`config.mk`:
```
export PLATFORM = sky130hd
export DESIGN_NAME = serdes_drp_slave
export DESIGN_NICKNAME = d
export VERILOG_FILES = /design/src/rtl/serdes_drp_slave.sv
export SDC_FILE = /design/constraint.sdc
export NUM_CORES = 1
export LEC_CHECK = 0
export BUFFER_PORTS_ARGS = -buffer_cell sky130_fd_sc_hd__buf_2
export CORE_ASPECT_RATIO = 0.75
export CORE_UTILIZATION = 45
export CTS_BUF_LIST = sky130_fd_sc_hd__clkbuf_4
export DETAILED_ROUTE_END_ITERATION = 6
export SLEW_MARGIN = 40
export SYNTH_ARGS = -nofsm -noshare
export SYNTH_HDL_FRONTEND = slang
export SYNTH_SLANG_ARGS = --single-unit
```
`constraint.sdc`:
```
create_clock -name I_drp_clk -period 4.7 [get_ports I_drp_clk]
set_input_delay 0.705 -clock I_drp_clk [delete_from_list [all_inputs] [get_ports I_drp_clk]]
set_output_delay 0.705 -clock I_drp_clk [all_outputs]
set_load 0.02 [all_outputs]
```
`src/rtl/serdes_drp_slave.sv`:
```
// DRP responder: 16-bit register file behind a transceiver-style DRP port with
// programmable fixed completion latency and collision / address-error flags.
module serdes_drp_slave #(
  parameter int DEPTH   = 64,
  parameter int RDY_LAT = 3
) (
  input  logic        I_drp_clk,
  input  logic        I_drp_rst_n,
  input  logic [9:0]  I_drpaddr,
  input  logic [15:0] I_drpdi,
  input  logic        I_drpwe,
  input  logic        I_drpen,
  output logic        O_drprdy,
  output logic [15:0] O_drpdo,
  output logic        O_wr_pulse,
  output logic [9:0]  O_wr_addr,
  output logic [15:0] O_wr_data,
  output logic        O_collision,
  output logic        O_addr_err
);
  localparam int AW = (DEPTH > 1) ? $clog2(DEPTH) : 1;

  typedef enum logic {IDLE, BUSY} state_e;

  state_e      state_q, state_d;
  logic [3:0]  cnt_q, cnt_d;
  logic        accept, done, collide, in_range, commit;
  logic [AW-1:0] idx;
  logic [15:0] mem_q [DEPTH];
  logic [15:0] hold_q;
  logic        rdy_q, wr_pulse_q, coll_q, aerr_q;
  logic [15:0] do_q, wr_data_q;
  logic [9:0]  wr_addr_q;

  assign in_range = ({1'b0, I_drpaddr} < 11'(DEPTH));
  assign idx      = I_drpaddr[AW-1:0];
  assign commit   = accept && I_drpwe && in_range;

  always_ff @(posedge I_drp_clk or negedge I_drp_rst_n) begin
    if (!I_drp_rst_n) begin
      state_q <= IDLE;
      cnt_q   <= '0;
    end else begin
      state_q <= state_d;
      cnt_q   <= cnt_d;
    end
  end

  // Strobes seen in BUSY (including the completing edge) are dropped and flagged.
  always_comb begin
    state_d = state_q;
    cnt_d   = cnt_q;
    accept  = 1'b0;
    done    = 1'b0;
    collide = 1'b0;
    case (state_q)
      IDLE: begin
        if (I_drpen) begin
          accept  = 1'b1;
          state_d = BUSY;
          cnt_d   = 4'(RDY_LAT - 1);
        end
      end
      BUSY: begin
        collide = I_drpen;
        if (cnt_q == 4'd0) begin
          done    = 1'b1;
          state_d = IDLE;
        end else begin
          cnt_d = cnt_q - 4'd1;
        end
      end
      default: state_d = IDLE;
    endcase
  end

  always_ff @(posedge I_drp_clk or negedge I_drp_rst_n) begin
    if (!I_drp_rst_n) begin
      for (int i = 0; i < DEPTH; i++) mem_q[i] <= '0;
    end else if (commit) begin
      mem_q[idx] <= I_drpdi;
    end
  end

  // Holding register carries read data (0 for writes / out-of-range) to completion.
  always_ff @(posedge I_drp_clk or negedge I_drp_rst_n) begin
    if (!I_drp_rst_n) begin
      hold_q     <= '0;
      rdy_q      <= 1'b0;
      do_q       <= '0;
      wr_pulse_q <= 1'b0;
      wr_addr_q  <= '0;
      wr_data_q  <= '0;
      coll_q     <= 1'b0;
      aerr_q     <= 1'b0;
    end else begin
      if (accept) hold_q <= (!I_drpwe && in_range) ? mem_q[idx] : 16'h0000;
      rdy_q      <= done;
      do_q       <= done ? hold_q : 16'h0000;
      wr_pulse_q <= commit;
      if (commit) begin
        wr_addr_q <= I_drpaddr;
        wr_data_q <= I_drpdi;
      end
      coll_q <= collide;
      aerr_q <= accept && !in_range;
    end
  end

  assign O_drprdy    = rdy_q;
  assign O_drpdo     = do_q;
  assign O_wr_pulse  = wr_pulse_q;
  assign O_wr_addr   = wr_addr_q;
  assign O_wr_data   = wr_data_q;
  assign O_collision = coll_q;
  assign O_addr_err  = aerr_q;
endmodule
```
==> qor.txt, run 1 <==
YOSYS
---------------------------------------------------------------------------------
Most instantiated flip-flop cell in the synthesis netlist            sky130_fd_sc_hd__dfrtp_1
Number of unique standard cell types used by synthesis                         67
Post-Synthesis Mean Instance Area                                        13.8 µm²
Fraction of post-synthesis cell area in the top cell type by area           54.7%
Post-synth ARST share                                                        100%
Yosys top cell by area                                               sky130_fd_sc_hd__dfrtp_1
Synth Instances                                                              3628
Share of synthesized area occupied by flip-flops and latches                54.7%
Post-Synthesis Net Count                                                     3659
Combined area of all synthesized cells                                  49900 µm²
Syn. warnings                                                                   0
Count of flip-flops with a built-in enable after synthesis                      0
Top area cells in the synthesized netlist                            sky130_fd_sc_hd__dfrtp_1 55%, sky130_fd_sc_hd__mux2_2 25%, sky130_fd_sc_hd__mux2i_1 2.9%, sky130_fd_sc_hd__mux4_2 1.9%, sky130_fd_sc_hd__clkbuf_1 1.3%
Number of flip-flops and latches in the synthesized netlist                  1091

CRITICAL PATH
---------------------------------------------------------------------------------
Length in cells of the worst reg-to-reg path                                    6
Data arrival time at the worst-slack endpoint                             4.55 ns
Type of the worst setup path                                           reg -> reg
Critical path startpoint                                                  state_q
Worst EP required                                                         5.77 ns
Critical path capture point                                            mem_q[534]
CP Max Fanout                                                                  16
Nature of the critical path startpoint                                  flip-flop
Critical Path Slowest Stage Cell                                     sky130_fd_sc_hd__nor2_4
FF-to-FF End                                                           mem_q[534]
Chain of cells forming the critical path                             nor2b_1 -> nand2_1 -> nor3_4 -> nand2_2 -> nor2_4 -> mux2_2
Largest stage delay on the critical path                                  0.83 ns
Worst reg-to-reg setup slack                                              1.22 ns
Endpoint type of the worst setup path                                   flip-flop
Critical register-to-register path startpoint                             state_q

STA
---------------------------------------------------------------------------------
Tightest Pin Transition                                                  0.871 ns
Hold slack                                                             -0.0119 ns
Fin crit share                                                              74.1%
Worst slew slack as a fraction of its limit                                 41.9%
Setup repair after global routing missed its margin                            no
Final max-slew violation count                                                  0
Post-route clock skew                                                   0.0546 ns
Min Tclk post-route                                                       3.48 ns
Fin Setup TNS                                                                0 ns
Hold violation count in the final report                                        1
Count of endpoints failing setup in the final report                            0
Fmax achieved                                                             287 MHz

ROUTING
---------------------------------------------------------------------------------
Routed wire per std cell                                                  30.5 µm
Iteration count of the initial detailed-routing pass                            7
Overall via count from detail_route                                         33959
Post-detailed-routing wire length                                       167000 µm
Routed Antenna Nets                                                             0
Detailed Route Iter0 Violations                                              3039
Remaining routing DRC violations                                                0
Per-cell via count in the routed design                                      6.21

RUN STATUS
---------------------------------------------------------------------------------
Result of the run                                                    complete, but fails checks
Violations in the final reports                                       hold timing

PLACED DESIGN
---------------------------------------------------------------------------------
Cells after DPL                                                              5010
Number of port buffers                                                         75
Dpl hpwl                                                                105000 µm
Final GP Congestion                                                         0.955

CLOCKING
---------------------------------------------------------------------------------
Maximum count of clock buffers along a single path                              4
Clock latency reported for the late side of the worst-skew pair           1.25 ns
Cell at the root of the clock tree                                   sky130_fd_sc_hd__clkbuf_4
Number of sinks driven by the clock tree                                     1091
Number of buffers inserted to repair setup after CTS                            0
Number of H-tree branching levels                                               5
Clock tree from TritonCTS                                                    done
TritonCTS Buffers                                                             287
Clock slew seen by the registers of the worst setup and hold paths        0.07 ns

GRT
---------------------------------------------------------------------------------
Wire length of the first global-routing pass                            245000 µm
Total grt overflow                                                              0
Via count of the first global-routing pass                                  33974
Overall routing resource usage                                              29.8%
Pin count of the biggest net entering global routing                          107
Number of antenna violations at the first check in global routing               9

FINISH
---------------------------------------------------------------------------------
Area growth from synthesis to final layout                                  11.9%
Fraction of layout instances using a drive strength above 1                 48.6%
Fill cell instance count of the final layout                                 9720
Non-filler instance count after layout                                       5472
# nets final                                                                 3905

FLOORPLANNING
---------------------------------------------------------------------------------
I/O pin total                                                                  76
Number of placement rows                                                      105
Die area                                                               112000 µm²
Vertical die dimension                                                     290 µm
Width of the chip                                                          386 µm
Total core area                                                        110000 µm²
Initial core utilization                                                    45.5%

FLOW RUN
---------------------------------------------------------------------------------
Max-cap viol count                                                              0

POWER AND IR DROP
---------------------------------------------------------------------------------
Power density of the placed cells                                      336 nW/µm²
Leakage power                                                             27.5 nW
Worst IR Drop VDD                                                          190 µV

HOLD PATH
---------------------------------------------------------------------------------
Worst min-delay path category                                           in -> reg

==> cells in the final DEF, fill, tap and decap left out, types with 28 or more instances in the layout <==
| cell type | Yosys | final |
|---|---|---|
| sky130_fd_sc_hd__clkbuf_4 | 0 | 393 |
| sky130_fd_sc_hd__mux4_2 | 43 | 43 |
| sky130_fd_sc_hd__o2bb2ai_1 | 30 | 30 |
| sky130_fd_sc_hd__buf_4 | 40 | 183 |
| sky130_fd_sc_hd__dfrtp_1 | 1091 | 1091 |
| sky130_fd_sc_hd__clkinv_1 | 1 | 36 |
| sky130_fd_sc_hd__o21ai_0 | 51 | 51 |
| sky130_fd_sc_hd__nand2_2 | 29 | 29 |
| sky130_fd_sc_hd__and2_1 | 29 | 28 |
| sky130_fd_sc_hd__buf_2 | 88 | 65 |
| sky130_fd_sc_hd__mux2_2 | 1121 | 1121 |
| sky130_fd_sc_hd__a22oi_1 | 74 | 74 |
| sky130_fd_sc_hd__mux2i_1 | 144 | 143 |
| sky130_fd_sc_hd__nor2_1 | 52 | 47 |
| sky130_fd_sc_hd__buf_12 | 0 | 29 |
| sky130_fd_sc_hd__a21oi_1 | 76 | 76 |
| sky130_fd_sc_hd__a221o_1 | 32 | 32 |
| sky130_fd_sc_hd__a221oi_1 | 72 | 72 |
| sky130_fd_sc_hd__nor2_4 | 29 | 31 |
| sky130_fd_sc_hd__o22ai_1 | 50 | 50 |
| sky130_fd_sc_hd__nand2_1 | 136 | 136 |
| sky130_fd_sc_hd__a22o_1 | 42 | 42 |
==> sequential cells by signal, indices dropped and copies added (netlist names) <==
signal	flops
O_wr_pulse	1
O_wr_data	16
state_q	1
cnt_q	4
mem_q	1024
O_wr_addr	10
O_drpdo	16
O_drprdy	1
O_collision	1
O_addr_err	1
hold_q	16
==> power breakdown <==
part / internal [mW] / switching [mW] / leakage [nW]
Sequential: 9.49 / 0.0593 / 15.2
Combinational: 0.378 / 1.12 / 10.4
Clock: 3.85 / 3.88 / 1.90
Total: 13.7 / 5.06 / 27.5
==> cell type report <==
type | instances | area (µm²) | share of cell area, %
sequential | 1091 | 27300 | 48.9
multi-input combinational | 2187 | 21000 | 37.6
clock buffer | 392 | 2940 | 5.27
timing repair buffer | 300 | 2540 | 4.55
tap | 1444 | 1810 | 3.24
clock inverter | 43 | 189 | 0.338
inverter | 7 | 30.0 | 0.0538
antenna | 8 | 20.0 | 0.0358
==> metal layers <==
layer	GRT usage [%]	routed length, µm	vias up
li1	-	-	14005
met4	11.0	5230	2
met5	0	13	-
met1	44.6	75900	18045
met2	40.8	68700	1565
met3	8.58	17000	342
==> metrics by stage <==
stage | hold WS, ns | total power, mW | utilization (%) | cell area, µm² | worst slack [ns]
2_1_floorplan | 0.409 | 10.4 | - | 49900 | 2.07
3_3_place_gp | 0.453 | 11.2 | 47.8 | 52400 | 0.941
3_5_place_dp | 0.457 | 11.2 | 47.9 | 52500 | 0.977
4_1_cts | 0.00551 | 18.9 | 50.9 | 55800 | 1.31
5_1_grt | 0.0139 | 19.5 | 50.9 | 55800 | 1.21
6_report | -0.0119 | 18.8 | 50.9 | 55800 | 1.22
==> critical path, delay by kind of cell (launching register included) <==
kind / cells / cell delay, ns
multiplexers: 1 / 0.41
AND/OR/NAND/NOR: 5 / 2.46
flip-flops: 1 / 0.45
==> cells in the mapped netlist (all sizes together), types with 6 or more instances <==
| cell | n |
|---|---|
| and3 | 6 |
| o22a | 11 |
| a211oi | 9 |
| clkbuf | 178 |
| and2 | 30 |
| mux4 | 43 |
| buf | 165 |
| nand3b | 8 |
| o22ai | 50 |
| a221oi | 72 |
| mux2i | 144 |
| o21ai | 51 |
| a21oi | 76 |
| mux2 | 1125 |
| dfrtp | 1091 |
| nor4 | 7 |
| nor3 | 7 |
| nor2b | 7 |
| a31oi | 23 |
| a221o | 32 |
| a22oi | 74 |
| o2bb2ai | 30 |
| nand2 | 165 |
| o221ai | 11 |
| nand3 | 9 |
| a32oi | 7 |
| nor2 | 92 |
| inv | 6 |
| a22o | 42 |
| a222oi | 11 |
==> cell families after synthesis <==
group | share of synthesized area, %
flops | 54.7
fa+ha+maj | 0.0251
simple gates | 3.89
buf+inv | 3.32
mux | 30.2
compound gates | 7.82
==> worst min-delay path by stage <==
stage                    end           from  slack [ns]  depth (start not counted)
2_1_floorplan     O_addr_err    I_drp_rst_n        0.41                          0
3_3_place_gp   O_wr_data[13]  O_wr_data[13]        0.45                          2
3_5_place_dp    O_wr_data[6]   O_wr_data[6]        0.46                          2
4_1_cts         O_wr_data[0]     I_drpdi[0]       0.006                          3
5_1_grt        O_wr_data[11]    I_drpdi[11]        0.01                          3
6_report       O_wr_data[11]    I_drpdi[11]       -0.01                          3
==> repair_timing <==
item / 4_1_cts / 5_1_grt
hold buffers: 17 / 0
hold endpoints to repair: 656 / 0
gates resized for setup: 0 / 0
No activity file was read; power rests on OpenSTA's default activity.
==> inputs of run 2 (changes only) <==
==> constraint.sdc (replaced) <==
create_clock -name I_drp_clk -period 3.4 [get_ports I_drp_clk]
set_input_delay 0.51 -clock I_drp_clk [delete_from_list [all_inputs] [get_ports I_drp_clk]]
set_output_delay 0.51 -clock I_drp_clk [all_outputs]
set_load 0.02 [all_outputs]
==> qor.txt, run 2 (same netlist as run 1, synthesis figures left out) <==
RUN STATUS
-------------------------------------------------------------------------------------
Result of the run                                                        complete, no violations   was complete, but fails checks

GRT
-------------------------------------------------------------------------------------
Via count of the first global-routing pass                                      34116   was 33974
Number of antenna violations at the first check in global routing                  11   was 9
Total grt overflow                                                                  0   unchanged
Pin count of the biggest net entering global routing                              145   was 107
Wire length of the first global-routing pass                                244000 µm   was 245000 µm
Overall routing resource usage                                                  29.7%   was 29.8%

STA
-------------------------------------------------------------------------------------
Fin Setup TNS                                                                    0 ns   unchanged
Count of endpoints failing setup in the final report                                0   unchanged
Tightest Pin Transition                                                      0.910 ns   was 0.871 ns
Worst slew slack as a fraction of its limit                                     39.0%   was 41.9%
Hold slack                                                                   0.111 ns   was -0.0119 ns
Fin crit share                                                                  84.0%
Hold violation count in the final report                                            0   was 1
Fmax achieved                                                                 350 MHz
Final max-slew violation count                                                      0   unchanged
Setup repair after global routing missed its margin                                no   unchanged
Worst setup slack after layout                                               0.543 ns   was 1.22 ns
Min Tclk post-route                                                           2.86 ns
Post-route clock skew                                                       0.0490 ns   was 0.0546 ns

PLACED DESIGN
-------------------------------------------------------------------------------------
Final GP Congestion                                                             0.897   was 0.955
Number of port buffers                                                             75   unchanged
Worst setup slack before clock tree synthesis                                0.179 ns   was 0.977 ns
Dpl hpwl                                                                    106000 µm   was 105000 µm

FLOORPLANNING
-------------------------------------------------------------------------------------
Width of the chip                                                              386 µm   unchanged
Vertical die dimension                                                         290 µm   unchanged
Total core area                                                            110000 µm²   unchanged
Die area                                                                   112000 µm²   unchanged
Initial core utilization                                                        45.5%   unchanged
I/O pin total                                                                      76   unchanged
Number of placement rows                                                          105   unchanged

CRITICAL PATH
-------------------------------------------------------------------------------------
Worst EP required                                                             4.54 ns   was 5.77 ns
Chain of cells forming the critical path                                 dlygate4sd3_1 -> buf_2 -> nor4_4 -> dlygate4sd3_1 -> nand3_2 -> inv_1 -> buf_4 -> nand2_1 -> dlygate4sd3_1 -> nand2_1 -> dlygate4sd3_1   was nor2b_1 -> nand2_1 -> nor3_4 -> nand2_2 -> nor2_4 -> mux2_2
Worst path top cell family by delay                                      buffers and inverters   was simple AND/OR/NAND/NOR gates
Nature of the critical path startpoint                                   primary input   was flip-flop
Largest stage delay on the critical path                                      0.75 ns   was 0.83 ns
Endpoint type of the worst setup path                                       flip-flop   unchanged
CP Max Fanout                                                                      20   was 16
Most numerous cell on the critical path                                  sky130_fd_sc_hd__dlygate4sd3_1
Worst reg-to-reg setup slack                                                  0.67 ns   was 1.22 ns
Critical Path Slowest Stage Cell                                         sky130_fd_sc_hd__dlygate4sd3_1   was sky130_fd_sc_hd__nor2_4
Length in cells of the worst reg-to-reg path                                        9   was 6
Critical path buffer and inverter count                                             7   was 0
Type of the worst setup path                                                in -> reg   was reg -> reg
Data arrival time at the worst-slack endpoint                                 4.00 ns   was 4.55 ns
Critical register-to-register path startpoint                                 state_q   unchanged
FF-to-FF End                                                             O_wr_data[12]   was mem_q[534]

FINISH
-------------------------------------------------------------------------------------
Final design utilization                                                        52.0%   was 50.9%
Fraction of layout instances using a drive strength above 1                     49.1%   was 48.6%
Area growth from synthesis to final layout                                      14.4%   was 11.9%
# nets final                                                                     3997   was 3905
Register containing the most flip-flops in the final layout                     mem_q   unchanged
Most frequent standard cell in the layout excluding fill and tap cells   sky130_fd_sc_hd__mux2_2   unchanged
Largest register FFs                                                             1024   unchanged
Commonest cells after routing, fill and taps aside                       1121 x sky130_fd_sc_hd__mux2_2, 1091 x sky130_fd_sc_hd__dfrtp_1, 396 x sky130_fd_sc_hd__clkbuf_4, 206 x sky130_fd_sc_hd__buf_4, 144 x sky130_fd_sc_hd__mux2i_1   was 1121 x sky130_fd_sc_hd__mux2_2, 1091 x sky130_fd_sc_hd__dfrtp_1, 393 x sky130_fd_sc_hd__clkbuf_4, 183 x sky130_fd_sc_hd__buf_4, 143 x sky130_fd_sc_hd__mux2i_1
Fill cell instance count of the final layout                                     9505   was 9720

CLOCKING
-------------------------------------------------------------------------------------
Clock latency reported for the late side of the worst-skew pair               1.20 ns   was 1.25 ns
Cell at the root of the clock tree                                       sky130_fd_sc_hd__clkbuf_4   unchanged
Clock slew seen by the registers of the worst setup and hold paths            0.06 ns   was 0.07 ns
TritonCTS Buffers                                                                 287   unchanged
Clock tree from TritonCTS                                                        done   unchanged
Quantity of gates resized following cts                                             0   unchanged
Number of buffers inserted to repair setup after CTS                                0   unchanged
Number of H-tree branching levels                                                   5   unchanged
Maximum count of clock buffers along a single path                                  4   unchanged
Number of sinks driven by the clock tree                                         1091   unchanged

HOLD PATH
-------------------------------------------------------------------------------------
Min-delay src                                                                 I_drpen   was I_drpdi[11]
Worst hold path endpoint                                                  O_collision   was O_wr_data[11]
Worst hold stages                                                                   3   unchanged
Worst min-delay path category                                               in -> reg   unchanged

ROUTING
-------------------------------------------------------------------------------------
Remaining routing DRC violations                                                    0   unchanged
Routed wire per std cell                                                      29.9 µm   was 30.5 µm
Iteration count of the initial detailed-routing pass                                7   unchanged
Overall via count from detail_route                                             33957   was 33959
Post-detailed-routing wire length                                           166000 µm   was 167000 µm
Routed Antenna Nets                                                                 0   unchanged
Per-cell via count in the routed design                                          6.12   was 6.21
Detailed Route Iter0 Violations                                                  3141   was 3039

FLOW RUN
-------------------------------------------------------------------------------------
Max-cap viol count                                                                  0   unchanged

POWER AND IR DROP
-------------------------------------------------------------------------------------
Leakage power                                                                 28.1 nW   was 27.5 nW
Power density of the placed cells                                          456 nW/µm²   was 336 nW/µm²
Worst IR Drop VDD                                                              288 µV   was 190 µV

[run 2: changes by cell type in the layout (fill, tap and decap cells not counted), sizes merged]
cell / delta
buf: +67
clkinv: -13
inv: -2
dlygate4sd3: +26
clkbuf: +3
diode: -3
[run 2: cell type report]
type | instances | area [µm²] | share of cell area [%]
tap | 1444 | 1810 | 3.17
clock buffer | 396 | 2970 | 5.21
antenna | 5 | 12.5 | 0.0219
inverter | 7 | 30.0 | 0.0526
multi-input combinational | 2187 | 21000 | 36.8
timing repair buffer | 392 | 3820 | 6.69
sequential | 1091 | 27300 | 47.8
clock inverter | 28 | 131 | 0.230
[run 2: report_power, final]
part	total (mW)	internal (mW)	switching, mW
logic	2.17	0.608	1.57
registers	13.2	13.1	0.0865
clock network	10.7	5.35	5.32
[run 2: how the worst max path moves through the flow]
| stage | from | cells past startpoint | endpoint | slack (ns) |
|---|---|---|---|---|
| 2_1_floorplan | I_drpaddr[6] | 7 | mem_q[981] | 0.97 |
| 3_3_place_gp | I_drpaddr[0] | 7 | hold_q[9] | 0.21 |
| 3_5_place_dp | I_drpaddr[0] | 7 | hold_q[9] | 0.18 |
| 4_1_cts | I_drpaddr[9] | 11 | O_wr_data[7] | 0.73 |
| 5_1_grt | I_drpaddr[9] | 11 | O_wr_data[12] | 0.40 |
| 6_report | I_drpaddr[9] | 11 | O_wr_data[12] | 0.54 |
[run 2: layer usage]
metal  up-vias  part of all wire (%)  GRT usage [%]
met5         -                0.0048              0
met4         2                   2.7           10.0
met3       298                   9.7           8.55
met2      1436                    42           40.7
met1     18052                    46           44.5
li1      14169                     -              -
[run 2: what timing repair did]
item / in CTS / in global routing
endpoints found under the hold margin: 1416 / 40
hold buffers: 41 / 2
endpoints found under the setup margin: 0 / 0
[run 2: through the flow]
stage | power (mW) | cell area (µm²) | cells
after floorplan | 14.3 | 49900 | 3628
after global placement | 15.5 | 53400 | 5073
after detailed placement | 15.5 | 53400 | 5075
after CTS | 26.2 | 57000 | 5540
after global routing | 27.0 | 57100 | 5546
final | 26.0 | 57100 | 5550
[run 2: worst register-to-register path: cells and delay by family, from the launching register on]
kind,cells,cell delay [ns]
buffers and inverters,5,1.83
flip-flops,1,0.44
AND/OR/NAND/NOR,4,0.40
